### config.mk
export PLATFORM = sky130hd
export DESIGN_NAME = aibcr3_rxdeser_align
export DESIGN_NICKNAME = d
export VERILOG_FILES = /design/src/rtl/aibcr3_rxdeser_align.sv
export SDC_FILE = /design/constraint.sdc
export NUM_CORES = 1
export LEC_CHECK = 0
export CAP_MARGIN = 15
export CELL_PAD_IN_SITES_DETAIL_PLACEMENT = 1
export CELL_PAD_IN_SITES_GLOBAL_PLACEMENT = 1
export CORE_MARGIN = 4
export CORE_UTILIZATION = 40
export DETAILED_ROUTE_END_ITERATION = 10
export GPL_ROUTABILITY_DRIVEN = 0
export PLACE_DENSITY = 0.73
export RECOVER_POWER = 100
export SYNTH_ARGS = -nofsm -noshare
export SYNTH_HDL_FRONTEND = slang
export SYNTH_SLANG_ARGS = --single-unit
### constraint.sdc
create_clock -name iclkin_dist -period 4.1 [get_ports iclkin_dist]
set_input_delay 0.82 -clock iclkin_dist [delete_from_list [all_inputs] [get_ports iclkin_dist]]
set_output_delay 0.82 -clock iclkin_dist [all_outputs]
set_load 0.005 [all_outputs]
### src/rtl/aibcr3_rxdeser_align.sv
// aibcr3_rxdeser_align: AIB RX word deserializer with alignment-marker lock.
// Takes the two DDR bits per iclkin_dist cycle and searches both bit phases
// for MARKER. Once locked, it emits WORD_W-bit words and watches the
// periodic marker slots to detect loss of lock.
// Optional feature: define AIBCR3_RXDESER_MISSCNT_EN to build the saturating
// missed-marker counter on rx_miss_cnt. Without it, the port is tied to zero.
module aibcr3_rxdeser_align #(
  parameter int                WORD_W        = 20,
  parameter logic [WORD_W-1:0] MARKER        = 20'hF0A5C,
  parameter int                MARK_INTERVAL = 16,
  parameter int                MISS_MAX      = 4
) (
  input  logic              iclkin_dist,
  input  logic              irstb,
  input  logic              sync_en,
  input  logic              odat0,
  input  logic              odat1,
  output logic [WORD_W-1:0] rx_word,
  output logic              rx_word_vld,
  output logic              rx_marker,
  output logic              rx_mark_err,
  output logic              rx_lock,
  output logic              rx_phase,
  output logic [7:0]        rx_miss_cnt
);

  localparam int HALF = WORD_W / 2;
  localparam int PCW  = (HALF > 1) ? $clog2(HALF) : 1;
  localparam int WCW  = (MARK_INTERVAL > 1) ? $clog2(MARK_INTERVAL) : 1;
  localparam logic [PCW-1:0] PC_LAST  = PCW'(HALF - 1);
  localparam logic [WCW-1:0] WC_LAST  = WCW'(MARK_INTERVAL - 1);
  localparam logic [WCW-1:0] WC_AFTER0 = (MARK_INTERVAL > 1) ? WCW'(1) : '0;
  localparam logic [3:0]     MISS_LIM = 4'(MISS_MAX);

  typedef enum logic {
    ST_SEARCH = 1'b0,
    ST_LOCKED = 1'b1
  } state_t;

  state_t            r_state;
  state_t            w_state_next;
  logic [WORD_W:0]   r_sr;
  logic [WORD_W:0]   w_sr_next;
  logic [WORD_W-1:0] r_word;
  logic [WORD_W-1:0] w_word_next;
  logic              r_vld;
  logic              w_vld_next;
  logic              r_marker;
  logic              w_marker_next;
  logic              r_err;
  logic              w_err_next;
  logic              r_phase;
  logic              w_phase_next;
  logic [PCW-1:0]    r_pcnt;
  logic [PCW-1:0]    w_pcnt_next;
  logic [WCW-1:0]    r_wcnt;
  logic [WCW-1:0]    w_wcnt_next;
  logic [3:0]        r_miss_run;
  logic [3:0]        w_miss_run_next;
  logic [3:0]        w_run_inc;
  logic [WORD_W-1:0] w_win_a;
  logic [WORD_W-1:0] w_win_b;
  logic [WORD_W-1:0] w_sel;
  logic              w_match_a;
  logic              w_match_b;

  // Window A ends on the newest odat1 bit. Window B ends on the newest odat0 bit.
  genvar gi;
  generate
    for (gi = 0; gi < WORD_W; gi = gi + 1) begin : g_win
      assign w_win_a[gi] = r_sr[gi+1];
      assign w_win_b[gi] = r_sr[gi];
    end
  endgenerate

  assign w_match_a = (w_win_a == MARKER);
  assign w_match_b = (w_win_b == MARKER);
  assign w_run_inc = r_miss_run + 4'd1;

  // Next-state and next-output decode for the search/lock machine
  always_comb begin
    w_state_next    = r_state;
    w_sr_next       = {odat1, odat0, r_sr[WORD_W:2]};
    w_word_next     = r_word;
    w_vld_next      = 1'b0;
    w_marker_next   = 1'b0;
    w_err_next      = 1'b0;
    w_phase_next    = r_phase;
    w_pcnt_next     = r_pcnt;
    w_wcnt_next     = r_wcnt;
    w_miss_run_next = r_miss_run;
    w_sel           = r_phase ? w_win_b : w_win_a;
    case (r_state)
      ST_SEARCH: begin
        if (w_match_a || w_match_b) begin
          // Phase A has priority when both windows hold the marker
          w_state_next    = ST_LOCKED;
          w_phase_next    = ~w_match_a;
          w_word_next     = w_match_a ? w_win_a : w_win_b;
          w_vld_next      = 1'b1;
          w_marker_next   = 1'b1;
          w_pcnt_next     = '0;
          w_wcnt_next     = WC_AFTER0;
          w_miss_run_next = 4'd0;
        end
      end
      default: begin
        if (r_pcnt == PC_LAST) begin
          w_pcnt_next = '0;
          w_word_next = w_sel;
          w_vld_next  = 1'b1;
          w_wcnt_next = (r_wcnt == WC_LAST) ? '0 : r_wcnt + WCW'(1);
          if (r_wcnt == '0) begin
            w_marker_next = 1'b1;
            if (w_sel == MARKER) begin
              w_miss_run_next = 4'd0;
            end else begin
              w_err_next      = 1'b1;
              w_miss_run_next = w_run_inc;
              // The failing word is still emitted. Search restarts on the kept sr.
              if (w_run_inc == MISS_LIM) begin
                w_state_next = ST_SEARCH;
              end
            end
          end
        end else begin
          w_pcnt_next = r_pcnt + PCW'(1);
        end
      end
    endcase
  end

  // State register. A low sync_en holds the machine in search.
  always_ff @(posedge iclkin_dist or negedge irstb) begin
    if (!irstb) begin
      r_state <= ST_SEARCH;
    end else if (!sync_en) begin
      r_state <= ST_SEARCH;
    end else begin
      r_state <= w_state_next;
    end
  end

  // Shift register, counters and registered outputs. Disable clears the partial word.
  always_ff @(posedge iclkin_dist or negedge irstb) begin
    if (!irstb) begin
      r_sr       <= '0;
      r_word     <= '0;
      r_vld      <= 1'b0;
      r_marker   <= 1'b0;
      r_err      <= 1'b0;
      r_phase    <= 1'b0;
      r_pcnt     <= '0;
      r_wcnt     <= '0;
      r_miss_run <= 4'd0;
    end else if (!sync_en) begin
      r_sr       <= '0;
      r_word     <= '0;
      r_vld      <= 1'b0;
      r_marker   <= 1'b0;
      r_err      <= 1'b0;
      r_phase    <= 1'b0;
      r_pcnt     <= '0;
      r_wcnt     <= '0;
      r_miss_run <= 4'd0;
    end else begin
      r_sr       <= w_sr_next;
      r_word     <= w_word_next;
      r_vld      <= w_vld_next;
      r_marker   <= w_marker_next;
      r_err      <= w_err_next;
      r_phase    <= w_phase_next;
      r_pcnt     <= w_pcnt_next;
      r_wcnt     <= w_wcnt_next;
      r_miss_run <= w_miss_run_next;
    end
  end

`ifdef AIBCR3_RXDESER_MISSCNT_EN
  logic [7:0] r_miss_cnt;

  // Saturating count of bad marker slots. It survives loss of lock.
  always_ff @(posedge iclkin_dist or negedge irstb) begin
    if (!irstb) begin
      r_miss_cnt <= 8'h00;
    end else if (!sync_en) begin
      r_miss_cnt <= 8'h00;
    end else if (w_err_next && (r_miss_cnt != 8'hFF)) begin
      r_miss_cnt <= r_miss_cnt + 8'd1;
    end
  end

  assign rx_miss_cnt = r_miss_cnt;
`else
  assign rx_miss_cnt = 8'h00;
`endif

  assign rx_word     = r_word;
  assign rx_word_vld = r_vld;
  assign rx_marker   = r_marker;
  assign rx_mark_err = r_err;
  assign rx_lock     = (r_state == ST_LOCKED);
  assign rx_phase    = r_phase;

endmodule

==> results.yml <==
sta:
  setup_viol: 0
  clock_skew_ns: 0.0119
  final_max_slew_viol_count: 29
  hold_viol: 0
  tightest_slew_ns: 1.55
  setup-tns-final_ns: 0
  fin_crit_ns: 3.16
  slew_headroom_pct: -3.59
  max_freq_ghz: 0.316
  timing.final.crit_share_pct: 77.1
  rsz0062_at_grt: "no"
finish:
  synthToLayoutAreaGrowth_pct: 16.7
  num-fill-cells: 831
  multi_input_area_sq_um: 1380
  final_nets: 315
  final-seq-area_sq_um: 1450
  drive_gt1_share_pct: 9.68
  n_antenna_cell: 0
route:
  drtIter0Drc: 106
  drtAntennaViolNets: 0
  wirelength_microns: 7180
  drc: 0
  drtPass1Iterations: 4
  vias_per_cell: 5.36
  routed-via-count: 2194
  wire_per_inst_microns: 17.5
setup_path:
  worst-path-stages: 7
  critPathMaxFanout: 31
  critical-path-top-delay-family: "buffers and inverters"
  path_class: "in2reg"
  critical-path-slowest-cell: "clkbuf_1"
  crit_chain: "dlygate4sd3_1 > clkbuf_1 > nand2_1 > a21oi_1 > nand3_1 > o31ai_1 > a21o_1"
  critPathBufInv: 2
  worstRegToRegCells: 5
  cpPeakStageDelay_ns: 0.90
  worstPathArrival_ns: 3.44
  end_kind: "flip-flop"
  crit_path_start_kind: "input port"
  worstPathRequired_ns: 4.38
clocking:
  cts_setup_buffers: 0
  clk_path_buf_depth: 2
  cts.clk_slew.worst_paths_ns: 0.07
  clockRootBuffer: "clkbuf_8"
  htreeDepth: 3
  hold_buffers: 0
  cts_tree: "done"
  cts_buffers: 9
  cts_sinks: 58
  post_cts_resized: 0
  clkLatencyLatePin_ns: 0.34
power:
  p_per_area_nw_per_um2: 363
  peakVddDrop_mv: 0.141
  total_power_mw: 1.28
  p_leak_nw: 1.63
floorplan:
  start_util_pct: 41.4
  die_x_microns: 94.9
  row_count: 31
  coreArea_sq_um: 7290
  dieArea_sq_um: 9000
  die_y_microns: 94.9
  ios: 38
grt:
  first_global_vias: 2347
  track_usage_pct: 18.2
  grt_overflow: 0
  grt_first_pass_wirelength_microns: 12300
  antenna_found_initial: 0
  grt_max_degree: 32
synth:
  ys.flop_type: "dfrtp_1"
  synth_top_area_cell: "dfrtp_1"
  ys_async_sr_fraction_pct: 100
  ys_types: 43
  yosys-top-cells-count: "58 x dfrtp_1, 26 x nand2_1, 22 x and2_1"
  synth_cells: 277
  synth.most_common_cell: "dfrtp_1"
  synth_seq_area_share_pct: 48.1
  postSynthAreaPerCell_sq_um: 10.9
  ys_top_cells_by_area: "dfrtp_1 48%, mux2_4 8.0%, mux2i_1 5.0%"
  synth_edf_count: 0
  ys_warn_count: 0
  ys_ff_latch: 58
  syn_area_sq_um: 3020
  synth_top_area_share_pct: 48.1
outcome:
  outcome: "complete, but fails checks"
  violations: "max-capacitance violations, max-slew violations"
run:
  cap_violations: 1
place:
  port_buffers: 29
  hpwl_microns: 4950
hold_path:
  hold_depth: 1
  min_path_type: "reg2reg"
-- cell type report --
| type | count | area share, % |
|---|---|---|
| timing repair buffer | 33 | 8.80 |
| multi-input combinational | 197 | 39.0 |
| clock buffer | 9 | 3.51 |
| clock inverter | 7 | 3.34 |
| sequential | 58 | 41.2 |
| tap | 99 | 3.51 |
| inverter | 6 | 0.639 |
-- registers in the layout, summed over array words and instances, names as in the netlist --
register,cells
rx_lock,1
rx_mark_err,1
rx_phase,1
r_sr,21
r_wcnt,4
r_pcnt,4
rx_word_vld,1
rx_word,20
rx_marker,1
r_miss_run,4
-- placed cells by master, fill, tap and decap left out, types with 3 or more instances in the layout --
cell type and n:
dfrtp_1 58, nand2_1 26, dlygate4sd3_1 26, nor2_1 15, mux2_1 15, mux2i_1 15
and2_0 13, a21oi_1 13, nand3_1 10, and2_1 9, clkbuf_8 9, conb_1 8
nand4_1 7, inv_1 6, nor3b_1 6, mux2_2 6, nor2b_1 5, o21ai_0 5
o311a_1 5, ha_1 5, and3_1 3, clkinvlp_4 3, bufinv_16 3, buf_4 3
-- metrics by stage --
stage	hold WS, ns	util, %	cells	instance area, sq um	setup slack, ns
finish	0.490	48.3	409	3520	0.939
global route	0.519	48.3	409	3520	0.601
CTS	0.515	49.2	409	3590	1.26
detailed placement	0.492	45.9	393	3340	1.39
global placement	0.494	45.9	393	3340	1.43
floorplan	0.468	-	284	3050	2.05
-- kinds of logic after synthesis --
kind of cell	after synthesis	share of synthesized area [%]
AOI/OAI and AO/OA	37	8.41
and+or+nand+nor	110	20.8
adders and majority gates	5	2.07
muxes	37	15.2
buffers and inverters	29	5.39
DFF	58	48.1
other	1	0.124
-- per-layer routing --
metal	routed length (microns)	global-route usage [%]	vias to the layer above
met3	266	3.90	14
met4	185	9.25	0
met2	3290	27.0	43
li1	-	-	1024
met5	0	0	-
met1	3440	25.0	1113
-- final timing paths --
kind / from / end / slack [ns]
max: sync_en / r_wcnt[3] / 0.94
min: rx_word[16] / rx_word[16] / 0.49
max reg2reg: rx_phase / r_miss_run[3] / 1.70
min reg2reg: rx_word[16] / rx_word[16] / 0.49
max in group asynchronous: irstb / r_pcnt[2] / 2.08
min in group asynchronous: irstb / rx_word[10] / 0.85
-- where the power goes --
group	leakage, nW	switching (mW)	internal (mW)	total [mW]
combinational	0.717	0.0331	0.0160	0.0491
sequential	0.803	0.00618	0.578	0.584
clock	0.111	0.243	0.402	0.645
(Power assumes the default switching activity.)
